===== config.mk =====
export PLATFORM = sky130hd
export DESIGN_NAME = load_store_unit
export DESIGN_NICKNAME = d
export VERILOG_FILES = /design/src/rtl/load_store_unit_pkg.sv /design/src/rtl/load_store_unit_data_align.sv /design/src/rtl/load_store_unit.sv
export SDC_FILE = /design/constraint.sdc
export NUM_CORES = 1
export LEC_CHECK = 0
export ABC_CLOCK_PERIOD_IN_PS = 3300
export CORE_ASPECT_RATIO = 1.2
export CORE_UTILIZATION = 53
export CTS_BUF_LIST = sky130_fd_sc_hd__clkbuf_16
export DETAILED_ROUTE_END_ITERATION = 8
export HOLD_SLACK_MARGIN = 0.06
export PLACE_DENSITY_LB_ADDON = 0.15
export SETUP_SLACK_MARGIN = 0.5
export SYNTH_ARGS = -nofsm -noshare
export SYNTH_HDL_FRONTEND = slang
export SYNTH_SLANG_ARGS = --single-unit
export TNS_END_PERCENT = 20

===== constraint.sdc =====
create_clock -name clock_i -period 3.3 [get_ports clock_i]
set_input_delay 0.66 -clock clock_i [delete_from_list [all_inputs] [get_ports clock_i]]
set_output_delay 0.66 -clock clock_i [all_outputs]
set_load 0.005 [all_outputs]

===== src/rtl/load_store_unit_pkg.sv =====
// ---------------------------------------------------------------------------
// load_store_unit_pkg
//   Shared definitions for the load/store unit and its data-align helper:
//   RV32I funct3 codes, FSM state encoding, access-size lane masks, and a few
//   small decode functions used by both the control path and the lane logic.
// ---------------------------------------------------------------------------
package load_store_unit_pkg;

   localparam logic [2:0] F3_B  = 3'b000;
   localparam logic [2:0] F3_H  = 3'b001;
   localparam logic [2:0] F3_W  = 3'b010;
   localparam logic [2:0] F3_BU = 3'b100;
   localparam logic [2:0] F3_HU = 3'b101;

   localparam logic [3:0] MASK_B = 4'b0001;
   localparam logic [3:0] MASK_H = 4'b0011;
   localparam logic [3:0] MASK_W = 4'b1111;

   typedef enum logic [1:0] {
      ST_IDLE   = 2'b00,
      ST_ACC_LO = 2'b01,
      ST_ACC_HI = 2'b10,
      ST_RESP   = 2'b11
   } lsu_state_e;

   // funct3[1:0] alone encodes the access size; bit 2 only selects zero-extension.
   function automatic logic [3:0] size_mask(input logic [1:0] sz);
      logic [3:0] m;
      case (sz)
         F3_B[1:0]: m = MASK_B;
         F3_H[1:0]: m = MASK_H;
         default:   m = MASK_W;
      endcase
      return m;
   endfunction

   function automatic logic [2:0] size_bytes(input logic [1:0] sz);
      logic [2:0] n;
      case (sz)
         F3_B[1:0]: n = 3'd1;
         F3_H[1:0]: n = 3'd2;
         default:   n = 3'd4;
      endcase
      return n;
   endfunction

   // An access crosses a word boundary when its last byte lands past lane 3.
   function automatic logic crosses_word(input logic [1:0] sz, input logic [1:0] off);
      return (({1'b0, off} + size_bytes(sz)) > 3'd4);
   endfunction

   // Stores have no unsigned variants, so funct3[2] is illegal on a store.
   function automatic logic illegal_req(input logic we, input logic [2:0] f3);
      logic legal;
      legal = f3 inside {F3_B, F3_H, F3_W, F3_BU, F3_HU};
      return (!legal) || (we && f3[2]);
   endfunction

endpackage


===== src/rtl/load_store_unit_data_align.sv =====
// ---------------------------------------------------------------------------
// load_store_unit_data_align
//   Purely combinational lane logic shared by the load/store paths.
//   Store: shifts LSB-aligned store data and the size mask left by the byte
//   offset across a 64-bit {hi,lo} window; the low word uses the lower half,
//   the following word the upper half.
//   Load: shifts the {hi,lo} read window right by the byte offset, truncates
//   to the access size and sign- or zero-extends.
// Ports
//   funct3     in   3   RV funct3 of the access
//   offset     in   2   byte offset within the word
//   wdata      in   32  store data, LSB-aligned
//   rdata_lo   in   32  read data of the addressed word
//   rdata_hi   in   32  read data of the following word (0 when unused)
//   be_lo      out  4   byte enables for the addressed word
//   be_hi      out  4   byte enables for the following word
//   wdata_lo   out  32  lane-shifted store data, addressed word
//   wdata_hi   out  32  lane-shifted store data, following word
//   load_data  out  32  merged and extended load result
// ---------------------------------------------------------------------------
module load_store_unit_data_align
   import load_store_unit_pkg::*;
(
   input  logic [2:0]  funct3,
   input  logic [1:0]  offset,
   input  logic [31:0] wdata,
   input  logic [31:0] rdata_lo,
   input  logic [31:0] rdata_hi,
   output logic [3:0]  be_lo,
   output logic [3:0]  be_hi,
   output logic [31:0] wdata_lo,
   output logic [31:0] wdata_hi,
   output logic [31:0] load_data
);

   logic [4:0]  shamt;
   logic [63:0] wwin;
   logic [7:0]  be_win;
   logic [31:0] rword;

   assign shamt  = {offset, 3'b000};
   assign wwin   = {32'h0, wdata} << shamt;
   assign be_win = {4'h0, size_mask(funct3[1:0])} << offset;
   assign rword  = 32'({rdata_hi, rdata_lo} >> shamt);

   assign wdata_lo = wwin[31:0];
   assign wdata_hi = wwin[63:32];
   assign be_lo    = be_win[3:0];
   assign be_hi    = be_win[7:4];

   always_comb begin
      load_data = rword;
      case (funct3)
         F3_B:    load_data = {{24{rword[7]}}, rword[7:0]};
         F3_H:    load_data = {{16{rword[15]}}, rword[15:0]};
         F3_BU:   load_data = {24'h0, rword[7:0]};
         F3_HU:   load_data = {16'h0, rword[15:0]};
         default: load_data = rword;
      endcase
   end

endmodule


===== src/rtl/load_store_unit.sv =====
// ---------------------------------------------------------------------------
// load_store_unit
//   Bridges the execute stage to a word-addressed data memory. Takes one
//   RV32I load/store per handshake, drives the memory port with byte enables,
//   splits word-crossing accesses into two word cycles (or rejects them when
//   SPLIT_MISAL=0), and returns a single response held until accepted.
//
//   state     | meaning
//   ----------+-------------------------------------------------------------
//   ST_IDLE   | ready for a request; memory port quiet
//   ST_ACC_LO | addressed word on the memory port; read data captured
//   ST_ACC_HI | following word (wraps) on the memory port for a split access
//   ST_RESP   | response valid and stable until resp_ready_i
//
// Ports
//   clock_i       in   1   rising-edge clock
//   reset_ni      in   1   asynchronous active-low reset
//   req_valid_i   in   1   request present
//   req_ready_o   out  1   high only in ST_IDLE
//   req_we_i      in   1   1 = store, 0 = load
//   req_funct3_i  in   3   RV funct3 (B/H/W/BU/HU)
//   req_addr_i    in   AW  byte address
//   req_wdata_i   in   DW  store data, LSB-aligned
//   resp_valid_o  out  1   response valid
//   resp_ready_i  in   1   response accepted
//   resp_rdata_o  out  DW  extended load data, 0 for stores/errors
//   resp_err_o    out  1   illegal funct3 or rejected misaligned access
//   mem_addr_o    out  AW-2 word address
//   mem_be_o      out  4   byte-lane enables
//   mem_we_o      out  1   write strobe
//   mem_re_o      out  1   read strobe (read data same cycle)
//   mem_wdata_o   out  DW  lane-shifted store data
//   mem_rdata_i   in   DW  word read data
// ---------------------------------------------------------------------------
module load_store_unit
   import load_store_unit_pkg::*;
#(
   parameter int ADDR_WIDTH  = 32,
   parameter int DATA_WIDTH  = 32,
   parameter bit SPLIT_MISAL = 1'b1
) (
   input  logic                  clock_i,
   input  logic                  reset_ni,
   input  logic                  req_valid_i,
   output logic                  req_ready_o,
   input  logic                  req_we_i,
   input  logic [2:0]            req_funct3_i,
   input  logic [ADDR_WIDTH-1:0] req_addr_i,
   input  logic [DATA_WIDTH-1:0] req_wdata_i,
   output logic                  resp_valid_o,
   input  logic                  resp_ready_i,
   output logic [DATA_WIDTH-1:0] resp_rdata_o,
   output logic                  resp_err_o,
   output logic [ADDR_WIDTH-3:0] mem_addr_o,
   output logic [3:0]            mem_be_o,
   output logic                  mem_we_o,
   output logic                  mem_re_o,
   output logic [DATA_WIDTH-1:0] mem_wdata_o,
   input  logic [DATA_WIDTH-1:0] mem_rdata_i
);

   lsu_state_e            state;
   logic                  we_q;
   logic [2:0]            funct3_q;
   logic [ADDR_WIDTH-1:0] addr_q;
   logic [DATA_WIDTH-1:0] wdata_q;
   logic [DATA_WIDTH-1:0] rdata_lo_q;

   logic                  req_illegal;
   logic                  acc_cross;
   logic [ADDR_WIDTH-3:0] word_hi;

   logic [2:0]            al_funct3;
   logic [1:0]            al_offset;
   logic [DATA_WIDTH-1:0] al_wdata;
   logic [DATA_WIDTH-1:0] al_rdata_lo;
   logic [DATA_WIDTH-1:0] al_rdata_hi;
   logic [3:0]            al_be_lo;
   logic [3:0]            al_be_hi;
   logic [DATA_WIDTH-1:0] al_wdata_lo;
   logic [DATA_WIDTH-1:0] al_wdata_hi;
   logic [DATA_WIDTH-1:0] al_load;

   assign req_illegal = illegal_req(req_we_i, req_funct3_i) ||
                        (!SPLIT_MISAL && crosses_word(req_funct3_i[1:0], req_addr_i[1:0]));
   assign acc_cross   = crosses_word(funct3_q[1:0], addr_q[1:0]);
   assign word_hi     = addr_q[ADDR_WIDTH-1:2] + (ADDR_WIDTH-2)'(1);

   // The memory outputs are registered, so the first access cycle's lanes are
   // computed from the live request while idle; afterwards from the captured
   // request. Load data is merged on the edge that leaves the last access
   // state, so the final word comes straight from mem_rdata_i.
   always_comb begin
      al_funct3   = funct3_q;
      al_offset   = addr_q[1:0];
      al_wdata    = wdata_q;
      al_rdata_lo = '0;
      al_rdata_hi = '0;
      case (state)
         ST_IDLE: begin
            al_funct3 = req_funct3_i;
            al_offset = req_addr_i[1:0];
            al_wdata  = req_wdata_i;
         end
         ST_ACC_LO: begin
            al_rdata_lo = mem_rdata_i;
         end
         ST_ACC_HI: begin
            al_rdata_lo = rdata_lo_q;
            al_rdata_hi = mem_rdata_i;
         end
         default: begin
         end
      endcase
   end

   load_store_unit_data_align u_align (
      .funct3    (al_funct3),
      .offset    (al_offset),
      .wdata     (al_wdata),
      .rdata_lo  (al_rdata_lo),
      .rdata_hi  (al_rdata_hi),
      .be_lo     (al_be_lo),
      .be_hi     (al_be_hi),
      .wdata_lo  (al_wdata_lo),
      .wdata_hi  (al_wdata_hi),
      .load_data (al_load)
   );

   always_ff @(posedge clock_i or negedge reset_ni) begin
      if (!reset_ni) begin
         state        <= ST_IDLE;
         we_q         <= 1'b0;
         funct3_q     <= '0;
         addr_q       <= '0;
         wdata_q      <= '0;
         rdata_lo_q   <= '0;
         req_ready_o  <= 1'b1;
         resp_valid_o <= 1'b0;
         resp_rdata_o <= '0;
         resp_err_o   <= 1'b0;
         mem_addr_o   <= '0;
         mem_be_o     <= '0;
         mem_we_o     <= 1'b0;
         mem_re_o     <= 1'b0;
         mem_wdata_o  <= '0;
      end else begin
         case (state)
            ST_IDLE: begin
               if (req_valid_i) begin
                  we_q        <= req_we_i;
                  funct3_q    <= req_funct3_i;
                  addr_q      <= req_addr_i;
                  wdata_q     <= req_wdata_i;
                  req_ready_o <= 1'b0;
                  if (req_illegal) begin
                     state        <= ST_RESP;
                     resp_valid_o <= 1'b1;
                     resp_err_o   <= 1'b1;
                     resp_rdata_o <= '0;
                  end else begin
                     state       <= ST_ACC_LO;
                     mem_addr_o  <= req_addr_i[ADDR_WIDTH-1:2];
                     mem_be_o    <= al_be_lo;
                     mem_we_o    <= req_we_i;
                     mem_re_o    <= !req_we_i;
                     mem_wdata_o <= req_we_i ? al_wdata_lo : '0;
                  end
               end
            end

            ST_ACC_LO: begin
               rdata_lo_q <= mem_rdata_i;
               if (acc_cross) begin
                  state       <= ST_ACC_HI;
                  mem_addr_o  <= word_hi;
                  mem_be_o    <= al_be_hi;
                  mem_wdata_o <= we_q ? al_wdata_hi : '0;
               end else begin
                  state        <= ST_RESP;
                  mem_addr_o   <= '0;
                  mem_be_o     <= '0;
                  mem_we_o     <= 1'b0;
                  mem_re_o     <= 1'b0;
                  mem_wdata_o  <= '0;
                  resp_valid_o <= 1'b1;
                  resp_err_o   <= 1'b0;
                  resp_rdata_o <= we_q ? '0 : al_load;
               end
            end

            ST_ACC_HI: begin
               state        <= ST_RESP;
               mem_addr_o   <= '0;
               mem_be_o     <= '0;
               mem_we_o     <= 1'b0;
               mem_re_o     <= 1'b0;
               mem_wdata_o  <= '0;
               resp_valid_o <= 1'b1;
               resp_err_o   <= 1'b0;
               resp_rdata_o <= we_q ? '0 : al_load;
            end

            ST_RESP: begin
               // Ready rises only after the handshake, so a request cannot be
               // taken in the same cycle the response is consumed.
               if (resp_ready_i) begin
                  state        <= ST_IDLE;
                  resp_valid_o <= 1'b0;
                  resp_rdata_o <= '0;
                  resp_err_o   <= 1'b0;
                  req_ready_o  <= 1'b1;
               end
            end

            default: begin
               state <= ST_IDLE;
            end
         endcase
      end
   end

endmodule


== After elaboration in Yosys (flattened, before gate mapping) ==
Index checks and enable logic that the tools add are counted.
Storage, ports and cells
  bits in registers: 205
  bits of input ports: 104
  output and inout bits: 103
  word-level logic and storage cells: 105
Operators by class
  add/subtract/negate cells: 2
  magnitude comparators: 1
  equality and inequality tests: 17
  shift-type cells: 3
  mux-type cells: 49
  reduce and logical (&&, ||, !) cells: 18
Operators with widths (count)
  $mux 32: 12
  $pmux 32 s4: 2
  $pmux 32 s3: 1
  $mux 30: 3
  $pmux 30 s3: 1
  $pmux 32 s2: 1
  $shl 32x5->64: 1
  $shr 64x5->32: 1
  $add 30x1->30 const B: 1
  $eq 3x3->1 const B: 4
  $mux 1: 12
  $mux 4: 3
  $pmux 4 s3: 1
  $ne 2x2->1 const B: 5
  $mux 2: 4
  $pmux 1 s4: 2
  $pmux 2 s4: 1
  $pmux 4 s2: 1
  $reduce_and 4->1: 2
  $shl 4x2->8: 1
  $eq 2x1->1 const B: 3
  $eq 3x1->1 const B: 2
  $logic_not 2->1: 3
  $logic_not 3->1: 2
  other kinds (16): 21

== Longest topological paths before layout ==
  depth in word-level cells: 8
  depth in mapped cells: 11
  mapped depth without buffers: 9

== Cells and area by module ==
From an unflattened synthesis, not the netlist that was laid out.
Second synthesis, totals
  cell total of the unflattened synthesis: 1259
  area, all modules: 12334.3 µm²
Modules (own cells, without submodules)
  load_store_unit: instances 1, cells each 1017, area an instance 10281.1 µm², seq. area each 5131.2 µm²
  load_store_unit_data_align: instances 1, cells each 242, area an instance 2053.2 µm², seq. area each 0.0 µm²

== Worst setup path after synthesis ==
No wires, ideal clock.
  kind: reg2reg
  start point: reg funct3_q[1]
  end point: reg mem_wdata_o[14]
  library setup time: 83 ps
  arrival: 2435 ps
  required time: 3217 ps
  setup slack: 782 ps
  cell stages (with the launch flop): 12
  path buffers: 2
  clock period less this slack: 2518 ps
  path through: dfrtp_1 nor2_1 ha_1 inv_1 fa_1 xnor2_2 and4_1 buf_2 nand2_1 buf_2 o32a_1 o21ai_0
Between the ends
  cells in the longest elaborated chain, start to end: 6
  elaborated cells between the ends (all ways): 7
  those cells by class: 1 x add/sub; 1 x order compare; 1 x eq/ne; 3 x mux; 1 x reduce/logical
Ends and longest elaborated chain
  from (decl): RTL line load_store_unit.sv:64  | logic [2:0] funct3_q;
  from (signal assigned): RTL line load_store_unit.sv:152  | funct3_q <= req_funct3_i;
  $eq 2x1->1 / $logic_not 2->1 (equally long branches): RTL line load_store_unit_pkg.sv:39  | case (sz)
  $pmux 3 s2 (*): RTL line load_store_unit_pkg.sv:39
  $add 2x3->3 (*): RTL line load_store_unit_pkg.sv:49  | return (({1'b0, off} + size_bytes(sz)) > 3'd4);
  $gt 3x3->1 (*): RTL line load_store_unit_pkg.sv:49
  $mux 32 (*): RTL line load_store_unit.sv:174  | if (acc_cross) begin
  $pmux 32 s3 (*): RTL line load_store_unit.sv:148  | case (state)
  to (signal assigned): RTL line load_store_unit.sv:167  | mem_wdata_o <= req_we_i ? al_wdata_lo : '0;
  to (signal assigned): RTL line load_store_unit.sv:178  | mem_wdata_o <= we_q ? al_wdata_hi : '0;
  to (decl): RTL line load_store_unit.sv:58  | output logic [DATA_WIDTH-1:0] mem_wdata_o,
Every way passes the cells marked *; elsewhere a longest branch is shown, timed or not.
A chain may end at the register's enable or synchronous reset.

== Final worst setup path ==
  start point: reg state[0]
  end point: reg resp_rdata_o[17]
Between the ends
  cells in the longest elaborated chain, start to end: 7
  elaborated cells between the ends (all ways): 22
  those cells by class: 10 x eq/ne; 1 x shift; 8 x mux; 3 x reduce/logical
Ends and longest elaborated chain
  from (decl): RTL line load_store_unit.sv:62  | lsu_state_e state;
  from (signal assigned): RTL line load_store_unit.sv:132  | state <= ST_IDLE;
  from (signal assigned): RTL line load_store_unit.sv:157  | state <= ST_RESP;
  from (signal assigned): RTL line load_store_unit.sv:162  | state <= ST_ACC_LO;
  $eq 2x2->1 (tied with other cells): RTL line load_store_unit.sv:99, load_store_unit.sv:148
  $pmux 32 s2 (tied with other cells): RTL line load_store_unit.sv:99  | case (state)
  $shr 64x5->32 (tied with other cells): RTL line load_store_unit_data_align.sv:44  | assign rword = 32'({rdata_hi, rdata_lo} >> shamt);
  $pmux 32 s4: RTL line load_store_unit_data_align.sv:53  | case (funct3)
  $mux 32: RTL line load_store_unit.sv:188, load_store_unit.sv:201
  $mux 32: RTL line load_store_unit.sv:174
  $pmux 32 s4: RTL line load_store_unit.sv:148
  to (signal assigned): RTL line load_store_unit.sv:188  | resp_rdata_o <= we_q ? '0 : al_load;
  to (signal assigned): RTL line load_store_unit.sv:201  | resp_rdata_o <= we_q ? '0 : al_load;
  to (decl): RTL line load_store_unit.sv:52  | output logic [DATA_WIDTH-1:0] resp_rdata_o,
Several ways; a longest one is shown, not always the timed one. The select of a mux whose other input is x is not followed.

==> reports/metrics.cfg <==
[worst_setup_path]
crit_fanout = 16
cp_top_family = multiplexers
arrival_ns = 3.09
worstRegToRegCells = 7
critPathCaptureType = flip-flop
startpoint_type = flip-flop
crit_required_ns = 3.68
rr_startpoint = state[0]$_DFFE_PN0P_
crit_buf_inv = 1
critPathKind = flip-flop to flip-flop
r2r_end = resp_rdata_o[17]$_DFFE_PN0P_
path_cells = inv_1, ha_4, mux2_2, mux2_4, nand4_1, o2111a_2, o31ai_1
slowest_stage = mux2_2
r2r_slack_ns = 0.58
max_stage_delay_ns = 0.54

[drt]
post_drt_wl_per_cell_um = 20.9
first_pass_iters = 7
wl_um = 33000
viasPerCell = 6.23
drc = 0
drtIter0Drc = 768
ant_nets = 0
dr_total_vias = 9829

[floorplanning]
die_w_um = 136
rows = 58
ioPinCount = 207
start_util_pct = 54.2
die_h_um = 163
die_area_sq_um = 22100
coreArea_sq_um = 21000

[grt]
overflow = 0
antenna_found_initial = 0
grt_pass1_wl_um = 52000
grt_pass1_vias = 9743
grt_max_degree = 75
grt_use_total_pct = 30.2

[synthesis]
synth_edf_count = 0
synth-main-ff-cell = dfrtp_1
syn-cell-area_sq_um = 11400
async_flop_share_pct = 100
synth_cell_types = 64
ys_ff_latch = 205
syn_area_per_cell_sq_um = 10.2
synth-seq-area-share_pct = 45.0
yosys_warnings = 0
synthCells = 1116
syn-num-nets = 1228

[clock_network]
cts_buffers = 23
clock_path_buffers = 3
cts_sinks = 205
htreeDepth = 1
cts_root_buffer = clkbuf_16
clock_latency_ns = 0.51
hold_buffers = 0
cts_tree = yes
clk_pin_slew_ns = 0.06

[pwr]
power_leakage_uw = 0.00596
p_per_area_nw_per_um2 = 1150
power.total_uw = 16800
comb_power_share_pct = 57.0
swShare_pct = 42.7
pwr-share-seq_pct = 27.3
p_clk_share_pct = 15.6
ir_drop_uv = 567
p_sw_uw = 7190
p_int_uw = 9660

[sta]
fmax_mhz = 368
setup_tns_ns = 0
final_max_slew_viol_count = 0
worstMarginPinSlew_ns = 0.683
timing.final.crit_share_pct = 82.3
rsz0062_at_grt = true
finClkSkew_ns = 0.0155
min_period_ns = 2.72
final_hold_viol_count = 0
slew_headroom_pct = 54.5
setup_viol = 0

[layout]
layout-drive-gt1-share_pct = 16.8
fill_cells = 1653
fin_area_sq_um = 14600
fin_nets = 1404
antenna_cells = 0
area_growth_pct = 28.2

[outcome]
status = completed

[placement]
io_buffers = 206
post_dp_cell_area_sq_um = 13800
dpl.hpwl_um = 23200
finalWeightedCongestion = 0.964

[flow_run]
drv_cap = 0

[hold_path]
hold_class = input port to asynchronous set/reset pin

-- repair_timing --
action,4_1_cts,5_1_grt
gates resized for setup,2,15
endpoints found under the setup margin,41,74
pin swaps,0,2
endpoints found under the hold margin,0,0
buffers inserted,0,3
-- per-layer routing --
| metal | track usage [%] | vias up | wire [um] |
|---|---|---|---|
| met1 | 38.4 | 4802 | 12900 |
| met2 | 51.4 | 422 | 16500 |
| met4 | 13.5 | 0 | 1490 |
| met3 | 3.52 | 85 | 2070 |
| li1 | - | 4520 | - |
| met5 | 0 | - | 0 |
-- power groups by stage --
stage                     clock, uW  sequential [uW]  combinational (uW)
after floorplan                   0             4440                6170
after global placement            0             4570                9240
after detailed placement          0             4610                9400
after CTS                      2670             4580                9480
after global routing           2770             4750               10400
final                          2630             4610                9610
-- flip-flops by register name, summed over array words and instances (netlist names) --
signal,cells
addr_q,32
funct3_q,3
mem_addr_o,30
mem_be_o,4
mem_re_o,1
mem_wdata_o,32
mem_we_o,1
rdata_lo_q,32
req_ready_o,1
resp_err_o,1
resp_rdata_o,32
resp_valid_o,1
state,2
wdata_q,32
we_q,1
-- stage by stage --
step	utilization [%]	std cells	hold slack, ns	setup WS, ns
finish	69.5	1577	0.178	0.584
global placement	65.4	1534	0.460	0.317
floorplan	-	1116	0.364	0.782
detailed placement	65.4	1534	0.465	0.258
global route	69.5	1577	0.211	0.462
CTS	69.1	1574	0.206	0.439
-- cells in the final DEF, fill, tap and decap left out, drive strengths merged, types with 19 or more instances in the layout --
cell	instances
a221oi	22
nand2	99
nor2	59
o21ai	89
a21oi	81
a22o	26
xnor2	19
clkdlybuf4s50	205
nand3	46
mux2i	62
mux2	116
dfrtp	204
clkbuf	24
buf	35
-- worst max-delay path by stage --
| stage | start | end | slack [ns] | cells after the start |
|---|---|---|---|---|
| after floorplan | funct3_q[1]$_DFFE_PN0P_ | mem_wdata_o[14]$_DFFE_PN0P_ | 0.78 | 11 |
| after global placement | req_funct3_i[0] | mem_addr_o[27]$_DFFE_PN0P_ | 0.32 | 5 |
| after detailed placement | req_funct3_i[0] | mem_addr_o[18]$_DFFE_PN0P_ | 0.26 | 5 |
| after CTS | funct3_q[1]$_DFFE_PN0P_ | mem_addr_o[14]$_DFFE_PN0P_ | 0.44 | 9 |
| after global routing | state[0]$_DFFE_PN0P_ | resp_rdata_o[31]$_DFFE_PN0P_ | 0.46 | 7 |
| final | state[0]$_DFFE_PN0P_ | resp_rdata_o[17]$_DFFE_PN0P_ | 0.58 | 7 |
-- kinds of logic after synthesis --
kind of cell               share of synthesized area, %
AOI/OAI and AO/OA                                  20.0
and+or+nand+nor                                    11.0
DFF                                                45.0
muxes                                              17.0
buffers and inverters                              3.91
xor gates and xnor gates                           2.06
adders and majority gates                         0.943
-- worst reg2reg max path, delay by kind of cell (launching register included) --
kind	cells	cell delay, ns
simple gates	1	0.09
mux	2	0.91
fa+ha+maj	1	0.31
buf+inv	1	0.18
flops	1	0.43
compound gates	2	0.66
-- cell usage after synthesis (all sizes together), types with 7 or more instances --
master / count / area share [%]
a211o: 8 / 0.61
a21oi: 81 / 3.6
a221oi: 22 / 1.7
a22o: 26 / 2.0
a22oi: 7 / 0.46
a2bb2oi: 9 / 0.69
a311oi: 10 / 0.92
and2: 7 / 0.38
and3: 12 / 0.66
buf: 47 / 2.1
clkbuf: 43 / 1.4
dfrtp: 204 / 45
ha: 7 / 0.77
inv: 11 / 0.36
mux2: 116 / 11
mux2i: 62 / 5.6
nand2: 99 / 3.3
nand3: 46 / 2.0
nand4: 14 / 0.82
nor2: 59 / 1.9
nor3: 14 / 0.61
o211a: 8 / 0.70
o21a: 10 / 0.66
o21ai: 89 / 3.9
o221ai: 10 / 0.77
o31ai: 18 / 1.7
o32a: 9 / 0.79
xnor2: 19 / 1.5
xor2: 7 / 0.54
-- final cells by class --
cell class	count	area, sq um	share of cell area [%]
flip-flops and latches	205	5130	35.1
repair buffers	241	2420	16.6
clock buffers	23	576	3.94
inverters	11	41.3	0.282
multi-input cells	810	5920	40.5
well taps	270	338	2.31
clock inverters	17	189	1.29
(Power assumes the default switching activity.)
